[config.mk]
export PLATFORM = sky130hd
export DESIGN_NAME = pb_irq_ctrl
export DESIGN_NICKNAME = d
export VERILOG_FILES = /design/src/rtl/pb_irq_ctrl.sv
export SDC_FILE = /design/constraint.sdc
export NUM_CORES = 1
export LEC_CHECK = 0
export BUFFER_PORTS_ARGS = -buffer_cell sky130_fd_sc_hd__clkbuf_2
export CAP_MARGIN = 20
export CORE_ASPECT_RATIO = 1.25
export CORE_MARGIN = 1
export CORE_UTILIZATION = 35
export CTS_CLUSTER_SIZE = 10
export DETAILED_ROUTE_END_ITERATION = 6
export PLACE_DENSITY = 0.63
export SYNTH_ARGS = -nofsm -noshare
export SYNTH_HDL_FRONTEND = slang
export SYNTH_SLANG_ARGS = --single-unit
[constraint.sdc]
create_clock -name clk -period 4.2 [get_ports clk]
set_input_delay 0.63 -clock clk [delete_from_list [all_inputs] [get_ports clk]]
set_output_delay 0.63 -clock clk [all_outputs]
set_load 0.05 [all_outputs]
[src/rtl/pb_irq_ctrl.sv]
// Push-button event and interrupt controller.
// Generates the debouncer's sample strobe, turns debounced button levels into
// latched press/release events, and drives one interrupt request with an
// acknowledge / end-of-interrupt handshake. Register map: PEND at BASE,
// MASK at BASE+1, CTRL at BASE+2. Read data is zero elsewhere so it can be
// OR-combined with the other peripherals on the bus.
module pb_irq_ctrl #(
  parameter logic [23:0] TICK_DIV = 24'd1000000,
  parameter logic [7:0]  BASE     = 8'hF9
) (
  input  logic       clk,
  input  logic       rst,
  input  logic [7:0] addr,
  input  logic [7:0] wdata,
  input  logic       we,
  output logic [7:0] rdata,
  input  logic [4:0] state,
  output logic       tick,
  output logic       irq,
  input  logic       irq_ack
);

  localparam logic [7:0]  ADDR_PEND = BASE;
  localparam logic [7:0]  ADDR_MASK = BASE + 8'd1;
  localparam logic [7:0]  ADDR_CTRL = BASE + 8'd2;
  localparam logic [23:0] CNT_LAST  = TICK_DIV - 24'd1;

  typedef enum logic [1:0] {
    IDLE    = 2'd0,
    REQ     = 2'd1,
    SERVICE = 2'd2
  } irq_fsm_t;

  // Register file
  logic [4:0] pend_q;
  logic [4:0] mask_q;
  logic       ie_q;
  logic       tick_en_q;
  logic       pol_q;

  // Edge detection
  logic [4:0] prev_q;
  logic       armed_q;
  logic [4:0] ev;
  logic [4:0] ev_q;

  // Tick counter and interrupt sequencer
  logic [23:0] cnt_q;
  irq_fsm_t    fsm_q;

  logic       wr_pend;
  logic       wr_mask;
  logic       wr_ctrl;
  logic [4:0] clr;
  logic       hit;

  // Upper write-data bits have no storage behind them.
  logic unused_wdata;
  assign unused_wdata = ^wdata[7:5];

  assign wr_pend = we && (addr == ADDR_PEND);
  assign wr_mask = we && (addr == ADDR_MASK);
  assign wr_ctrl = we && (addr == ADDR_CTRL);

  assign clr = wr_pend ? wdata[4:0] : 5'd0;
  assign hit = |(pend_q & mask_q);

  // Raw edge vector; nothing is reported until prev_q holds a real sample.
  assign ev = armed_q ? (pol_q ? (prev_q & ~state) : (state & ~prev_q)) : 5'd0;

  assign tick = tick_en_q && (cnt_q == CNT_LAST);

  // Bus read mux: combinational from addr, zero for addresses we do not own.
  always_comb begin
    // NOTE: default assignment first so every path drives rdata and no latch is inferred.
    rdata = 8'h00;
    case (addr)
      ADDR_PEND: rdata = {3'b000, pend_q};
      ADDR_MASK: rdata = {3'b000, mask_q};
      ADDR_CTRL: rdata = {5'b00000, pol_q, tick_en_q, ie_q};
      default:   rdata = 8'h00;
    endcase
  end

  // Track previous level, arm after the first cycle, and register the event
  // vector so PEND updates one edge after prev_q has lagged state.
  always_ff @(posedge clk or posedge rst) begin
    if (rst) begin
      // NOTE: sequential state uses non-blocking assignments so every flop samples pre-edge values.
      prev_q  <= 5'd0;
      armed_q <= 1'b0;
      ev_q    <= 5'd0;
    end else begin
      prev_q  <= state;
      armed_q <= 1'b1;
      ev_q    <= ev;
    end
  end

  // PEND / MASK / CTRL registers; a new event beats a same-cycle W1C clear.
  always_ff @(posedge clk or posedge rst) begin
    if (rst) begin
      pend_q    <= 5'd0;
      mask_q    <= 5'd0;
      ie_q      <= 1'b0;
      tick_en_q <= 1'b1;
      pol_q     <= 1'b0;
    end else begin
      pend_q <= (pend_q & ~clr) | ev_q;
      if (wr_mask) begin
        mask_q <= wdata[4:0];
      end
      if (wr_ctrl) begin
        ie_q      <= wdata[0];
        tick_en_q <= wdata[1];
        pol_q     <= wdata[2];
      end
    end
  end

  // Sample-strobe counter; held at zero while disabled so re-enabling
  // always restarts a full period.
  always_ff @(posedge clk or posedge rst) begin
    if (rst) begin
      cnt_q <= 24'd0;
    end else if (!tick_en_q || (cnt_q == CNT_LAST)) begin
      cnt_q <= 24'd0;
    end else begin
      cnt_q <= cnt_q + 24'd1;
    end
  end

  // Interrupt sequencer: IDLE -> REQ on an enabled pending event, REQ ->
  // SERVICE on acknowledge, SERVICE -> IDLE on any PEND write (EOI).
  // irq is registered and high exactly while in REQ.
  always_ff @(posedge clk or posedge rst) begin
    if (rst) begin
      fsm_q <= IDLE;
      irq   <= 1'b0;
    end else if (!ie_q) begin
      fsm_q <= IDLE;
      irq   <= 1'b0;
    end else begin
      case (fsm_q)
        IDLE: begin
          if (hit) begin
            fsm_q <= REQ;
            irq   <= 1'b1;
          end
        end
        REQ: begin
          if (irq_ack) begin
            fsm_q <= SERVICE;
            irq   <= 1'b0;
          end
        end
        SERVICE: begin
          if (wr_pend) begin
            fsm_q <= IDLE;
          end
        end
        default: begin
          fsm_q <= IDLE;
          irq   <= 1'b0;
        end
      endcase
    end
  end

endmodule
=== Word level (Yosys, flattened, before mapping) ===
Index checks and enable logic that the tools add are counted.

* Bitwise operators: 8
* Add/subtract/negate cells: 1
* Reductions and logical operators: 10
* Equality and inequality tests: 10
* Mux-type cells: 14

{| class="wikitable"
|+ Operator list
! operator !! count
|-
| adder 24 x 1 -> 24 bit (second input constant) || 1
|-
| equality test 24 x 20 -> 1 bit (second input constant) || 1
|-
| equality test 8 bit (second input constant) || 3
|-
| two-way mux 24 bit || 1
|-
| AND 5 bit || 4
|-
| two-way mux 5 bit || 3
|-
| NOT 5 bit || 3
|-
| one-hot mux 5 bit (3 select lines) || 1
|-
| inequality test 3 bit (second input constant) || 3
|-
| two-way mux 2 bit || 4
|-
| one-hot mux 2 bit (3 select lines) || 1
|-
| AND reduction 3 bit || 2
|-
| bitwise OR 5 bit || 1
|-
| OR reduction 5 bit || 1
|-
| logical AND 1 bit || 4
|-
| two-way mux 1 bit || 3
|-
| one-hot mux 1 bit (3 select lines) || 1
|-
| equality test 2 x 1 -> 1 bit (second input constant) || 1
|-
| equality test 2 bit (second input constant) || 1
|-
| logical NOT 2 bit || 1
|-
| inequality test 2 bit (second input constant) || 1
|-
| logical NOT 1 bit || 1
|-
| logical OR 1 bit || 1
|}

* Register bits: 51
* Word-level logic and storage cells: 54

=== Longest topological paths before layout ===
Gate-level depths: netlist (run 1).

* Depth after elaboration: 6
* Mapped depth: 6
* Mapped depth without buffers: 5

=== Worst setup path before layout (run 1) ===
Ideal clock, no wire load.

* Kind: register to output
* From: register cnt_q[13]
* To: output tick
* Slack: 1.008 ns
* Buffers on the path: 0
* Stages on the path, launching flop included: 4
* Data arrival time: 2.562 ns
* Cells stage by stage: dfrtp_1 or4_1 or4_2 nor3_1

* Cells in the longest elaborated chain, start to end: 2

{| class="wikitable"
|+ Ends and longest elaborated chain
! item !! RTL line !! source
|-
| start, declared || 48 || <nowiki>logic [23:0] cnt_q;</nowiki>
|-
| start signal, assigned || 129 || <nowiki>cnt_q <= cnt_q + 24'd1;</nowiki>
|-
| equality test 24 x 20 -> 1 bit || 71 || <nowiki>assign tick = tick_en_q && (cnt_q == CNT_LAST);</nowiki>
|-
| logical AND 1 bit || 71 ||
|-
| end, declared || 18 || <nowiki>output logic tick,</nowiki>
|}

No other way between the ends.

=== Final worst setup path (run 1) ===
* From: register cnt_q[0]
* To: output tick

The elaborated chain is that of the path after synthesis.

==> impl_metrics.py, run 1 <==
metrics = {
    "drt": {
        "route.detailed.drc": 0,
        "wl_per_cell_um": 12.42,
        "dr.pass1.iters": 4,
        "drt_iter0_drc": 126,
        "wirelength_um": 4571,
        "viasPerCell": 5.038,
        "ant_nets": 0,
        "num_vias": 1854,
    },
    "timing": {
        "max_freq_mhz": 328.7,
        "setup_slack_ns": 1.158,
        "skew_ns": 0.01050,
        "fin_crit_ns": 3.042,
        "slew_violations": 0,
        "maxSlewHeadroom": 0.6434,
        "rsz0062_at_grt": "no",
        "finalSetupTns_ns": 0,
        "period_share": 0.7244,
        "setup_viol": 0,
        "tightest_slew_ns": 0.5348,
        "hold_viol_final": 0,
        "whs_ns": 0.2762,
    },
    "critical_path": {
        "required_ns": 3.57,
        "critPathMaxStageDelay_ns": 0.68,
        "crit_buf_inv": 1,
        "cp_top_family": "simple AND/OR/NAND/NOR gates",
        "crit_chain": "ha_1 > nand2_1 > or4_2 > nor3_1 > clkbuf_2",
        "critPathKind": "reg2out",
        "cp-end-kind": "output pin",
        "critPathMaxFanout": 6,
        "slowest_stage": "or4_2",
        "cp.arrival_ns": 2.41,
        "cp-start-kind": "flop",
    },
    "clock_network": {
        "post-cts-setup-buffer-count": 0,
        "cts-root-buf": "clkbuf_8",
        "holdBufCountCts": 0,
        "cts.sinks": 51,
        "htree_levels": 2,
        "cts_resized": 0,
        "clockBufferDepth": 2,
        "cts_buffers": 5,
        "clkTransAtPathRegs_ns": 0.10,
        "clock_latency_ns": 0.31,
        "cts_tree": "done",
    },
    "global_routing": {
        "antenna_found_initial": 0,
        "track_usage": 0.1369,
        "grt.overflow.total": 0,
        "grt_pass1_wl_um": 8349,
        "grt_max_degree": 52,
        "grt_pass1_vias": 1878,
    },
    "synth": {
        "yosysTopAreaCell": "dfrtp_1",
        "yosysSeqAreaShare": 0.5085,
        "synthCells": 249,
        "synthFlopType": "dfrtp_1",
        "syn_area_per_cell_um2": 10.09,
        "yosysTopAreaCellShare": 0.4980,
        "ys_ff_latch": 51,
        "async_reset_ff_frac": 1.000,
        "synthTopCellsByArea": "dfrtp_1 (50%), mux2_2 (4.9%), nand2_1 (4.2%)",
        "synth-edff-count": 0,
        "yosysMostFrequentCell": "dfrtp_1",
        "synth_area_mm2": 0.002512,
        "synth_cell_types": 40,
        "yosys-top-cells-count": "dfrtp_1 (50), nand2_1 (28), nor2_1 (28)",
        "ys_warn_count": 0,
    },
    "placement": {
        "place_congestion": 0.7428,
        "place.port_buffers": 28,
        "place_area_mm2": 0.002705,
        "dp_slack_ns": 1.477,
        "hpwlAfterDp_um": 3263,
    },
    "power": {
        "power_leakage_nw": 1.162,
        "netSwitchingFraction": 0.2541,
        "p_seq_frac": 0.586,
        "p_per_area_mw_per_mm2": 307.9,
        "p_int_mw": 0.6483,
        "irDropWorstVdd_v": 0.0001388,
        "power_mw": 0.8690,
        "comb_power_share": 0.070,
        "power.switching_mw": 0.2208,
        "pwr-share-clk": 0.344,
    },
    "layout": {
        "drive_above_1_share": 0.2230,
        "areaGrowthSynthToFinish_pct": 12.35,
        "n_antenna_cell": 0,
        "nFillCells": 685,
        "final_nets": 303,
        "regArea_mm2": 0.001277,
        "multi_input_area_mm2": 0.001137,
        "final_area_mm2": 0.002823,
    },
    "status": {
        "status": "completed",
    },
    "floorplanning": {
        "coreArea_mm2": 0.006934,
        "die_area_mm2": 0.007523,
        "io_pins": 35,
        "start_util": 0.3623,
        "die_y_um": 96.73,
        "die_w_um": 77.78,
        "std_cell_rows": 34,
    },
    "job": {
        "drv_cap": 0,
    },
    "worst_hold_path": {
        "hold_path.class": "in2async",
    },
}
[metal layers]
layer	GRT usage	part of all wire	vias to the layer above
met4	0.04935	0.017	0
met5	0	0	-
li1	-	-	931
met2	0.2321	0.50	20
met1	0.1722	0.46	897
met3	0.02547	0.021	6
[state kept, by name (all words and copies together), names as in the netlist]
name,flops
armed_q,1
cnt_q,24
ev_q,5
fsm_q,2
ie_q,1
irq,1
mask_q,5
pend_q,5
pol_q,1
prev_q,5
tick_en_q,1
[power groups by stage]
stage               logic (mW)  registers, mW  clock network, mW
finish                  0.0611          0.509              0.299
global route            0.0703          0.511              0.329
CTS                     0.0603          0.509              0.309
detailed placement      0.0599          0.519                  0
global placement        0.0591          0.518                  0
floorplan               0.0422          0.516                  0
[kinds of logic (layout without fill, tap and decap cells)]
logic type               after synthesis  after routing  synth area share
adder cells (fa/ha/maj)                1              1          0.004979
other                                  2              4          0.002989
buffers and inverters                 19             46           0.04183
AND/OR/NAND/NOR                      110            110            0.2375
multiplexers                          11             11           0.04930
AO/OA/AOI/OAI                         44             44            0.1165
flip-flops                            51             51            0.5085
XOR/XNOR                              11             11           0.03835
[through the flow]
step                utilization  cells
detailed placement       0.3901    359
floorplan                     -    251
CTS                      0.4042    367
global placement         0.3901    359
global route             0.4071    368
finish                   0.4071    368
[area by class of cell]
cell class / count / area share
Sequential cell: 51 / 0.4526
Multi-Input combinational cell: 181 / 0.4029
Timing Repair Buffer: 30 / 0.05940
Tap cell: 90 / 0.03989
Clock buffer: 5 / 0.02438
Inverter: 8 / 0.01064
Clock inverter: 3 / 0.01020
[cell usage in the layout (no fill, tap or decap), types with 2 or more instances in the layout]
master,n
o21ai_0,9
nor2_1,28
or4_4,4
clkbuf_8,5
clkinv_4,2
and4_1,2
a21oi_2,2
a21o_1,5
nand3_1,8
o31ai_1,7
conb_1,4
nor3_1,4
nand2_1,28
nand4_1,5
and2_1,8
dfrtp_1,50
or3_1,3
nor2b_1,2
xnor2_1,7
xor2_1,4
nor4_1,3
a21oi_1,10
mux2_2,11
nand3b_1,2
and3_1,2
a22oi_1,6
clkbuf_2,28
inv_1,7
and4b_1,2
or4_1,6
[path summary, 6_finish.rpt]
kind                               startpoint                   to  slack (ns)  cells after the start
max                        cnt_q[0]$_DFF_PP0_                 tick        1.16                      5
min                                       rst   cnt_q[6]$_DFF_PP0_        0.28                      2
max reg2reg                cnt_q[0]$_DFF_PP0_  cnt_q[21]$_DFF_PP0_        1.60                      6
min reg2reg                 ev_q[4]$_DFF_PP0_  pend_q[4]$_DFF_PP0_        0.44                      1
max in group asynchronous                 rst  cnt_q[11]$_DFF_PP0_        3.42                      3
min in group clk            ev_q[4]$_DFF_PP0_  pend_q[4]$_DFF_PP0_        0.44                      1
Power figures use the tool's default switching activity.
==> inputs of run 2 (changes only) <==
Clock period 4.2 ns to 2.9 ns, I/O delays scaled along.
==> impl_metrics.py, run 2 (synthesized netlist as in run 1, its figures left out) <==
metrics = {
    "placement": {
        "dp_slack_ns": 0.4336,
        "place.port_buffers": 28,
        "place_congestion": 0.7555,
        "hpwlAfterDp_um": 3251,
    },
    "clock_network": {
        "clkTransAtPathRegs_ns": 0.10,
        "htree_levels": 2,
        "cts.sinks": 51,
        "cts_resized": 0,
        "post-cts-setup-buffer-count": 0,
        "cts_tree": "done",
        "clock_latency_ns": 0.30,
        "cts-root-buf": "clkbuf_8",
        "clockBufferDepth": 2,
        "cts_buffers": 5,
        "holdBufCountCts": 0,
    },
    "timing": {
        "hold_viol_final": 0,
        "skew_ns": 0.009750,
        "max_freq_mhz": 361.8,
        "setup_viol": 0,
        "rsz0062_at_grt": "no",
        "slew_violations": 0,
        "setup_slack_ns": 0.1362,
        "fin_crit_ns": 2.764,
        "finalSetupTns_ns": 0,
        "period_share": 0.9530,
        "whs_ns": 0.05689,
    },
    "drt": {
        "wl_per_cell_um": 12.33,
        "dr.pass1.iters": 4,
        "route.detailed.drc": 0,
        "ant_nets": 0,
        "viasPerCell": 5.043,
        "drt_iter0_drc": 70,
        "wirelength_um": 4549,
        "num_vias": 1861,
    },
    "global_routing": {
        "grt_use_met1": 0.1630,
        "antenna_found_initial": 0,
        "top_usage_layer": "met2",
        "use_met3": 0.03113,
        "grt_pass1_vias": 1930,
        "grt_max_degree": 52,
        "track_usage": 0.1389,
        "grt_pass1_wl_um": 8349,
        "grt.overflow.total": 0,
        "grtUsageMet2": 0.2444,
    },
    "layout": {
        "areaGrowthSynthToFinish_pct": 12.85,
        "nFillCells": 705,
        "n_antenna_cell": 0,
        "largest_reg_flops": 24,
        "mostFrequentLayoutCells": "dfrtp_1 (50), nand2_1 (28), nor2_1 (28)",
        "final_nets": 304,
        "max_flop_register": "cnt_q",
        "final_common_cell": "dfrtp_1",
        "drive_above_1_share": 0.2294,
    },
    "critical_path": {
        "critPathMaxFanout": 6,
        "cp-end-kind": "output pin",
        "cp-start-kind": "flop",
        "cp.arrival_ns": 2.33,
        "crit_buf_inv": 1,
        "critPathKind": "reg2out",
        "cp_top_family": "simple AND/OR/NAND/NOR gates",
        "required_ns": 2.47,
        "slowest_stage": "or4_2",
        "crit_chain": "ha_1 > nand2_1 > or4_2 > nor3_2 > buf_2",
        "critPathMaxStageDelay_ns": 0.70,
    },
    "power": {
        "power_leakage_nw": 1.167,
        "p_per_area_mw_per_mm2": 444.3,
        "irDropWorstVdd_v": 0.0002177,
    },
    "floorplanning": {
        "die_area_mm2": 0.007523,
        "die_y_um": 96.73,
        "std_cell_rows": 34,
        "coreArea_mm2": 0.006934,
        "die_w_um": 77.78,
        "io_pins": 35,
        "start_util": 0.3623,
    },
    "job": {
        "drv_cap": 0,
    },
    "worst_hold_path": {
        "hold_path.class": "in2async",
    },
    "status": {
        "status": "completed",
    },
}
==> run 2: cell types whose count changed in the layout (fill, tap and decap cells not counted), sizes merged <==
cell,delta
buf,+2
clkbuf,-1
==> run 2: layer usage <==
metal | vias to the layer above | wire (µm)
li1 | 936 | -
met1 | 896 | 2011
met2 | 25 | 2358
met3 | 4 | 124
met4 | 0 | 54
met5 | - | 0
==> run 2: path summary, 6_finish.rpt <==
path	start	to	slack [ns]	cells past startpoint
setup / recovery	cnt_q[0]$_DFF_PP0_	tick	0.14	5
hold / removal	rst	prev_q[0]$_DFF_PP0_	0.06	2
setup reg to reg	cnt_q[0]$_DFF_PP0_	cnt_q[23]$_DFF_PP0_	0.53	6
hold reg to reg	ev_q[4]$_DFF_PP0_	pend_q[4]$_DFF_PP0_	0.44	1
max in group asynchronous	rst	tick_en_q$_DFFE_PP1P_	2.27	3
min in group clk	state[4]	prev_q[4]$_DFF_PP0_	0.26	1
==> run 2: metrics by stage <==
step	std cells	cell area [µm²]	util	total power [mW]
2_1_floorplan	251	2525	-	0.8088
3_3_place_gp	360	2718	0.3919	0.8375
3_5_place_dp	360	2718	0.3919	0.8404
4_1_cts	368	2815	0.4060	1.278
5_1_grt	369	2835	0.4089	1.319
6_report	369	2835	0.4089	1.260
==> run 2: layout make-up <==
type | instances | area, µm² | share of cell area
multi-input combinational | 181 | 1142 | 0.4029
sequential | 51 | 1277 | 0.4506
clock buffer | 5 | 68.82 | 0.02427
timing repair buffer | 31 | 175.2 | 0.06178
inverter | 8 | 30.03 | 0.01059
clock inverter | 3 | 28.78 | 0.01015
tap | 90 | 112.6 | 0.03972
==> run 2: report_power, final <==
| group | switching, mW | internal (mW) | total (mW) | leakage (nW) |
|---|---|---|---|---|
| combinational | 0.0543 | 0.0352 | 0.0895 | 0.452 |
| clock | 0.254 | 0.179 | 0.433 | 0.0502 |
| sequential | 0.0118 | 0.725 | 0.737 | 0.665 |
==> inputs of run 3 (changes only) <==
Settings changed: ABC_AREA from default to 1.
==> impl_metrics.py, run 3 <==
metrics = {
    "clock_network": {
        "cts-root-buf": "clkbuf_8",
        "clock_latency_ns": 0.30,
        "clkTransAtPathRegs_ns": 0.09,
        "htree_levels": 2,
        "cts_resized": 0,
        "cts_tree": "done",
        "holdBufCountCts": 0,
        "post-cts-setup-buffer-count": 0,
        "cts.sinks": 51,
        "clockBufferDepth": 2,
        "cts_buffers": 5,
    },
    "placement": {
        "hpwlAfterDp_um": 3978,
        "place_congestion": 0.8936,
        "place.port_buffers": 28,
        "place_area_mm2": 0.002877,
        "dp_slack_ns": 0.6908,
        "numPlacedInstances": 469,
    },
    "floorplanning": {
        "die_w_um": 80.01,
        "die_area_mm2": 0.007962,
        "io_pins": 35,
        "std_cell_rows": 35,
        "coreArea_mm2": 0.007357,
        "start_util": 0.3619,
        "die_y_um": 99.52,
    },
    "critical_path": {
        "r2r_cells": 8,
        "r2r_slack_ns": 1.17,
        "cp-end-kind": "output pin",
        "cp-start-kind": "flop",
        "reg2reg_to": "cnt_q[13]$_DFF_PP0_",
        "critPathKind": "reg2out",
        "cp.arrival_ns": 2.09,
        "r2r_start": "cnt_q[0]$_DFF_PP0_",
        "critPathMaxFanout": 6,
        "required_ns": 2.47,
    },
    "synth": {
        "yosysTopAreaCellShare": 0.4699,
        "ys_ff_latch": 51,
        "synthFlopType": "dfrtp_1",
        "synthCells": 353,
        "synth_area_mm2": 0.002663,
        "synthTopCellsByArea": "dfrtp_1 (47%), nand2_1 (14%), nor2_1 (10%)",
        "yosysSeqAreaShare": 0.4798,
        "yosys-top-cells-count": "nand2_1 (97), nor2_1 (72), dfrtp_1 (50)",
        "yosysMostFrequentCell": "nand2_1",
        "ys_warn_count": 0,
        "synth-edff-count": 0,
        "synth_cell_types": 27,
        "async_reset_ff_frac": 1.000,
        "yosysTopAreaCell": "dfrtp_1",
        "syn_area_per_cell_um2": 7.543,
    },
    "timing": {
        "skew_ns": 0.009349,
        "fin_crit_ns": 2.523,
        "setup_slack_ns": 0.3768,
        "finalSetupTns_ns": 0,
        "hold_viol_final": 0,
        "period_share": 0.8701,
        "tightest_slew_ns": 0.5528,
        "rsz0062_at_grt": "no",
        "max_freq_mhz": 396.3,
        "slew_violations": 0,
        "maxSlewHeadroom": 0.6309,
        "setup_viol": 0,
    },
    "drt": {
        "dr.pass1.iters": 4,
        "wl_per_cell_um": 11.05,
        "wirelength_um": 5282,
        "route.detailed.drc": 0,
        "num_vias": 2213,
        "viasPerCell": 4.630,
        "drt_iter0_drc": 121,
        "ant_nets": 0,
    },
    "layout": {
        "finalNonFillerCells": 478,
        "drive_above_1_share": 0.1218,
        "final_nets": 411,
        "final_area_mm2": 0.003018,
        "areaGrowthSynthToFinish_pct": 13.35,
        "n_antenna_cell": 0,
        "max_flop_register": "cnt_q",
        "mostFrequentLayoutCells": "nand2_1 (97), nor2_1 (72), dfrtp_1 (50)",
        "final_common_cell": "nand2_1",
        "largest_reg_flops": 24,
    },
    "global_routing": {
        "grt_max_degree": 52,
        "track_usage": 0.1454,
        "grt_pass1_vias": 2064,
        "grt_pass1_wl_um": 9108,
        "antenna_found_initial": 0,
        "grt.overflow.total": 0,
    },
    "job": {
        "drv_cap": 0,
    },
    "power": {
        "irDropWorstVdd_v": 0.0001930,
        "p_per_area_mw_per_mm2": 445.3,
        "power_leakage_nw": 1.290,
    },
    "status": {
        "status": "completed",
    },
    "worst_hold_path": {
        "hold_path.class": "in2async",
    },
}
==> run 3: cell count changes after synthesis, sizes merged, moves of 4 or more <==
| cell | previous run | this run |
|---|---|---|
| o21ai | 10 | 14 |
| o31ai | 7 | 0 |
| and2 | 8 | 0 |
| mux2 | 11 | 0 |
| nand3 | 8 | 27 |
| a21oi | 12 | 6 |
| nand2 | 28 | 98 |
| a21o | 5 | 0 |
| inv | 8 | 37 |
| nor2 | 28 | 74 |
| a22oi | 6 | 0 |
| or4 | 11 | 0 |
==> run 3: worst max-delay path by stage <==
stage | start | to | slack (ns)
floorplan | addr[2] | rdata[3] | 0.56
global placement | cnt_q[0]$_DFF_PP0_ | tick | 0.69
detailed placement | cnt_q[0]$_DFF_PP0_ | tick | 0.69
CTS | cnt_q[0]$_DFF_PP0_ | tick | 0.34
global route | cnt_q[0]$_DFF_PP0_ | tick | 0.22
finish | cnt_q[0]$_DFF_PP0_ | tick | 0.38
==> run 3: cells by family (layout without fill, tap and decap cells) <==
logic type | Yosys count | in the layout | share of synthesized area
and+or+nand+nor | 217 | 217 | 0.3454
DFF | 51 | 51 | 0.4798
buffers and inverters | 44 | 75 | 0.07190
AOI/OAI and AO/OA | 23 | 23 | 0.04605
xor gates and xnor gates | 15 | 15 | 0.04934
other | 2 | 4 | 0.002821
adders and majority gates | 1 | 1 | 0.004698
==> run 3: worst max-delay path, stage by stage, from the launching register on <==
cell      delay (ns)
dfrtp_1         0.44
ha_1            0.30
inv_2           0.09
nor3_1          0.37
nand3_1         0.13
nor2_1          0.15
clkbuf_2        0.30
==> run 3: report_power, final <==
| group | internal [mW] | switching (mW) | leakage (nW) |
|---|---|---|---|
| registers | 0.726 | 0.00911 | 0.665 |
| logic | 0.0261 | 0.0581 | 0.563 |
| clock network | 0.284 | 0.241 | 0.0618 |
==> run 3: stage by stage <==
step	power [mW]	util	hold slack (ns)
2_1_floorplan	0.8071	-	0.4094
3_3_place_gp	0.8295	0.3910	0.4120
3_5_place_dp	0.8318	0.3910	0.4182
4_1_cts	1.367	0.4075	0.2548
5_1_grt	1.411	0.4102	0.2025
6_report	1.344	0.4102	0.1549
==> run 3: area by class of cell <==
type / instances / area, µm²
fillers: 759 / 4339
inverters: 38 / 142.6
flip-flops and latches: 51 / 1277
well taps: 92 / 115.1
multi-input cells: 260 / 1201
repair buffers: 29 / 160.2
clock inverters: 2 / 38.79
clock buffers: 6 / 82.58
==> run 3: layer usage <==
| layer | GRT usage | share of wire |
|---|---|---|
| met1 | 0.1920 | 0.47 |
| met2 | 0.2472 | 0.49 |
| met3 | 0.02294 | 0.029 |
| met4 | 0.03709 | 0.013 |
| met5 | 0 | 0 |
